[src/rtl/move_input.sv]
// Push-button front end: synchronize, debounce, auto-repeat and arbitrate four
// direction buttons into one-cycle, mutually exclusive move pulses.
module move_input #(
   parameter int unsigned DEBOUNCE_CYCLES = 250000,
   parameter int unsigned REPEAT_DELAY    = 12500000,
   parameter int unsigned REPEAT_RATE     = 5000000
) (
   input  logic       CLK,
   input  logic       RST,
   input  logic       SW1,
   input  logic       SW2,
   input  logic       SW3,
   input  logic       SW4,
   input  logic       enable,
   output logic       move_up,
   output logic       move_down,
   output logic       move_left,
   output logic       move_right,
   output logic [3:0] btn_state
);

   localparam int unsigned MAX_A = (DEBOUNCE_CYCLES > REPEAT_DELAY) ? DEBOUNCE_CYCLES : REPEAT_DELAY;
   localparam int unsigned MAX_P = (MAX_A > REPEAT_RATE) ? MAX_A : REPEAT_RATE;
   localparam int unsigned CW    = $clog2(MAX_P) + 1;

   typedef enum logic [1:0] {IDLE, DELAY, REPEAT} rep_state_t;

   logic [3:0]    sw_raw, sync1, sync2, deb, deb_q;
   logic [CW-1:0] deb_cnt [4];
   logic [CW-1:0] rep_cnt [4];
   logic [CW-1:0] rep_cnt_nxt [4];
   rep_state_t    state [4];
   rep_state_t    state_nxt [4];
   logic [3:0]    press_req, rep_req, req, pending, pending_nxt, issue;

   assign sw_raw    = {SW4, SW3, SW2, SW1};
   assign btn_state = deb;
   assign press_req = deb & ~deb_q;
   assign req       = press_req | rep_req;

   always_ff @(posedge CLK) begin
      if (RST) begin
         sync1 <= '0;
         sync2 <= '0;
         deb   <= '0;
         deb_q <= '0;
         for (int unsigned i = 0; i < 4; i++) deb_cnt[i] <= '0;
      end else begin
         sync1 <= sw_raw;
         sync2 <= sync1;
         deb_q <= deb;
         for (int unsigned i = 0; i < 4; i++) begin
            if (sync2[i] != deb[i]) begin
               if (deb_cnt[i] == CW'(DEBOUNCE_CYCLES - 1)) begin
                  deb[i]     <= sync2[i];
                  deb_cnt[i] <= '0;
               end else begin
                  deb_cnt[i] <= deb_cnt[i] + CW'(1);
               end
            end else begin
               deb_cnt[i] <= '0;
            end
         end
      end
   end

   always_ff @(posedge CLK) begin
      if (RST) begin
         for (int unsigned i = 0; i < 4; i++) begin
            state[i]   <= IDLE;
            rep_cnt[i] <= '0;
         end
      end else begin
         for (int unsigned i = 0; i < 4; i++) begin
            state[i]   <= state_nxt[i];
            rep_cnt[i] <= rep_cnt_nxt[i];
         end
      end
   end

   // A low debounced level wins over a counter expiry on the same edge.
   always_comb begin
      rep_req = '0;
      for (int unsigned i = 0; i < 4; i++) begin
         state_nxt[i]   = state[i];
         rep_cnt_nxt[i] = rep_cnt[i] + CW'(1);
         if (!deb[i]) begin
            state_nxt[i]   = IDLE;
            rep_cnt_nxt[i] = '0;
         end else begin
            unique case (state[i])
               IDLE: begin
                  rep_cnt_nxt[i] = '0;
                  if (press_req[i]) state_nxt[i] = DELAY;
               end
               DELAY: begin
                  if (rep_cnt[i] == CW'(REPEAT_DELAY - 1)) begin
                     state_nxt[i]   = REPEAT;
                     rep_req[i]     = 1'b1;
                     rep_cnt_nxt[i] = '0;
                  end
               end
               REPEAT: begin
                  if (rep_cnt[i] == CW'(REPEAT_RATE - 1)) begin
                     rep_req[i]     = 1'b1;
                     rep_cnt_nxt[i] = '0;
                  end
               end
               default: begin
                  state_nxt[i]   = IDLE;
                  rep_cnt_nxt[i] = '0;
               end
            endcase
         end
      end
   end

   always_comb begin
      issue = '0;
      if (pending[0])      issue = 4'b0001;
      else if (pending[1]) issue = 4'b0010;
      else if (pending[2]) issue = 4'b0100;
      else if (pending[3]) issue = 4'b1000;
      pending_nxt = enable ? ((pending & ~issue) | req) : '0;
   end

   always_ff @(posedge CLK) begin
      if (RST) begin
         pending    <= '0;
         move_up    <= 1'b0;
         move_down  <= 1'b0;
         move_left  <= 1'b0;
         move_right <= 1'b0;
      end else begin
         pending    <= pending_nxt;
         move_up    <= enable & issue[0];
         move_down  <= enable & issue[1];
         move_left  <= enable & issue[2];
         move_right <= enable & issue[3];
      end
   end

endmodule

[config.mk]
export PLATFORM = sky130hd
export DESIGN_NAME = move_input
export DESIGN_NICKNAME = d
export VERILOG_FILES = /design/src/rtl/move_input.sv
export SDC_FILE = /design/constraint.sdc
export NUM_CORES = 1
export LEC_CHECK = 0
export BUFFER_PORTS_ARGS = -buffer_cell sky130_fd_sc_hd__buf_2
export CORE_MARGIN = 4
export CORE_UTILIZATION = 40
export DETAILED_ROUTE_END_ITERATION = 8
export GPL_TIMING_DRIVEN = 0
export HOLD_SLACK_MARGIN = 0.05
export PLACE_DENSITY = 0.58
export SYNTH_ARGS = -nofsm -noshare
export SYNTH_HDL_FRONTEND = slang
export SYNTH_SLANG_ARGS = --single-unit
[constraint.sdc]
create_clock -name CLK -period 2.7 [get_ports CLK]
set_input_delay 0.27 -clock CLK [delete_from_list [all_inputs] [get_ports CLK]]
set_output_delay 0.27 -clock CLK [all_outputs]
set_load 0.02 [all_outputs]
==> results.sh <==
export IMPL_status="completed"
export IMPL_path_cells="nor4b_1 -> nand4_1 -> nor4_2 -> or3_1 -> clkbuf_1 -> clkbuf_2 -> nor2_1"
export IMPL_grt_total_usage=0.140
export IMPL_rows=61
export IMPL_cp_start_kind="flop"
export IMPL_crit_fanout=10
export IMPL_viasPerCell=4.83
export IMPL_cts_tree="yes"
export IMPL_area_growth_synth_to_final_pct=16.4
export IMPL_ioPinCount=15
export IMPL_cts_setup_buffers=0
export IMPL_grt_setup_unrepaired="no"
export IMPL_grt_max_degree=14
export IMPL_max_stage_delay_ns=0.46
export IMPL_fin_ws_ns=0.237
export IMPL_antenna_found_initial=0
export IMPL_max_freq_mhz=406
export IMPL_ant_nets=0
export IMPL_hold_depth=4
export IMPL_io_buffer_count=14
export IMPL_path_buf_inv=2
export IMPL_dp_final_hpwl_um=15000
export IMPL_combinationalPowerShare=0.020
export IMPL_slew_headroom=0.258
export IMPL_post_place_ws_ns=-0.0678
export IMPL_cts_root_buffer_cell="clkbuf_16"
export IMPL_wire_per_inst_um=12.3
export IMPL_dieWidth_um=176
export IMPL_avgSynthCellArea_um2=9.58
export IMPL_clock_sinks=232
export IMPL_placed_cell_area_um2=12200
export IMPL_htreeDepth=1
export IMPL_die_y_um=176
export IMPL_hold_viol_final=0
export IMPL_finalSetupViolations=0
export IMPL_start_util=0.406
export IMPL_cap_violations=0
export IMPL_vias=8314
export IMPL_worstPathArrival_ns=2.73
export IMPL_hp_class="in2reg"
export IMPL_path_delay_family="simple AND/OR/NAND/NOR gates"
export IMPL_synth_cells=1177
export IMPL_fin_total_pwr_mw=7.39
export IMPL_grt_pass1_vias=7993
export IMPL_cts_path_max_buffers=3
export IMPL_p_leak_nw=4.39
export IMPL_yosys_warnings=0
export IMPL_synth_enable_flop_cells=100
export IMPL_place_gp_congestion=0.797
export IMPL_power_density_nw_per_um2=563
export IMPL_stdcell_area_um2=13100
export IMPL_dr_pass1_iters=4
export IMPL_dr_first_iter_drc_count=366
export IMPL_path_depth=7
export IMPL_finalWirelength_um=21200
export IMPL_tns_ns=0
export IMPL_worstPathRequired_ns=2.96
export IMPL_antenna_cells=0
export IMPL_crit_slowest_cell="edfxtp_1"
export IMPL_net_switching_power_mw=1.53
export IMPL_max_slew_worst_pin_slew_ns=1.10
export IMPL_clkPwrFrac=0.466
export IMPL_ys_seq_area_frac=0.500
export IMPL_final_layout_size_suffix_gt1_frac=0.0678
export IMPL_report_final_slew_viol_count=0
export IMPL_die_area_um2=31000
export IMPL_r2r_cells=7
export IMPL_async_reset_ff_frac=0
export IMPL_synthDistinctLibCells=56
export IMPL_clock_skew_ns=0.0107
export IMPL_finalCritPeriodShare=0.912
export IMPL_peakVddDrop_mv=0.463
export IMPL_crit_type="reg2reg"
export IMPL_worstSkewPairLatency_ns=0.52
export IMPL_num_nets_final=1350
export IMPL_final_core_util=0.473
export IMPL_finalCriticalPeriod_ns=2.46
export IMPL_cts_inserted_buffers=26
export IMPL_synth_cell_area_um2=11300
export IMPL_p_int_mw=5.87
export IMPL_drc=0
export IMPL_synth_seq_cells=232
export IMPL_core_area_um2=27800
export IMPL_path_clk_slew_ns=0.06
export IMPL_grt_remaining_overflow=0
export IMPL_synth_main_ff_cell="dfxtp_1"
export IMPL_switching_share=0.206
export IMPL_pwr_share_seq=0.514
export IMPL_worstSetupEndpointType="flop"
export IMPL_grt_pass1_wl_um=37300
state kept, by name (all words and copies together) (netlist names):
name / cells
btn_state: 4
deb_cnt: 100
deb_q: 4
move_down: 1
move_left: 1
move_right: 1
move_up: 1
pending: 4
rep_cnt: 100
state: 8
sync1: 4
sync2: 4
worst reg2reg max path, stage by stage (launching register included):
cell and delay [ns]:
edfxtp_1 0.46, nor4b_1 0.36, nand4_1 0.17, nor4_2 0.43, or3_1 0.16, clkbuf_1 0.26, clkbuf_2 0.30, nor2_1 0.08
power by group through the flow:
stage	logic (mW)	registers (mW)	clock network, mW
CTS	0.147	3.80	3.55
finish	0.148	3.80	3.44
global route	0.175	3.81	3.71
global placement	0.139	3.88	0
floorplan	0.113	3.86	0
detailed placement	0.139	3.88	0
worst paths after layout:
| kind | endpoint | slack (ns) | start |
|---|---|---|---|
| setup reg to reg | deb_cnt[3][21]$_SDFFCE_PP0P_ | 0.24 | deb_cnt[3][5]$_SDFFCE_PP0P_ |
| setup / recovery | deb_cnt[3][21]$_SDFFCE_PP0P_ | 0.24 | deb_cnt[3][5]$_SDFFCE_PP0P_ |
| hold / removal | pending[3]$_SDFF_PP0_ | 0.39 | enable |
| hold reg to reg | pending[0]$_SDFF_PP0_ | 0.42 | deb_q[0]$_SDFF_PP0_ |
placed cells by master, fill, tap and decap left out, types with 4 or more instances in the layout:
cell / instances
nand2b_1: 8
xor2_1: 132
and3_1: 27
nor4b_1: 6
dfxtp_1: 132
ha_1: 20
buf_4: 4
clkinv_2: 5
a21oi_1: 7
edfxtp_1: 100
nor4_2: 5
nor4_1: 31
nand2_1: 76
clkbuf_16: 28
o21ai_0: 9
or2_2: 5
inv_1: 37
clkbuf_2: 8
nor3_1: 18
nand4_1: 55
nor2b_1: 12
or3_1: 9
xnor2_1: 55
clkbuf_1: 17
and4_1: 16
and2_1: 4
a211oi_1: 5
or4_1: 7
buf_2: 16
dlygate4sd3_1: 5
mux2i_1: 5
conb_1: 100
nor2_1: 241
nand3_1: 91
through the flow:
step / instances / hold WS [ns]
2_1_floorplan: 1276 / 0.364
5_1_grt: 1721 / 0.454
4_1_cts: 1721 / 0.380
6_report: 1721 / 0.393
3_3_place_gp: 1668 / 0.422
3_5_place_dp: 1668 / 0.426
repair_timing:
| item | 4_1_cts | 5_1_grt |
|---|---|---|
| gates resized for setup | 3 | 16 |
| pin swaps | 0 | 0 |
| setup endpoints to repair | 40 | 69 |
| endpoints found under the hold margin | 6 | 0 |
| hold buffers | 5 | 0 |
synth_stat cells (20+ instances only):
library cell  instances  area share
nand3_1              91       0.040
nor4_1               35       0.019
xor2_1              132        0.10
nand2_1              76       0.025
nor2_1              241       0.080
nand4_1              55       0.031
dfxtp_1             132        0.23
inv_1                37       0.012
and3_1               27       0.015
xnor2_1              55       0.043
edfxtp_1            100        0.27
ha_1                 20       0.022
cell type report:
cell class / count / area, um2
sequential: 232 / 5650
multi-input combinational: 981 / 5770
tap: 378 / 473
timing repair buffer: 19 / 120
inverter: 37 / 139
clock buffer: 39 / 776
clock inverter: 9 / 68.8
fill: 2667 / 14700
buffer: 26 / 140
per-layer routing:
layer | global-route usage | wire, um
met3 | 0.0229 | 735
met5 | 0 | 0
met4 | 0.0299 | 279
met1 | 0.195 | 10600
met2 | 0.230 | 9560
cell families after synthesis:
logic type / Yosys count / share of synthesized area
simple gates: 629 / 0.278
flops: 232 / 0.500
xor+xnor: 187 / 0.145
buf+inv: 63 / 0.0238
compound gates: 39 / 0.0248
fa+ha+maj: 20 / 0.0222
mux: 6 / 0.00543
other cells: 1 / 0.000332
(Power assumes the default switching activity.)
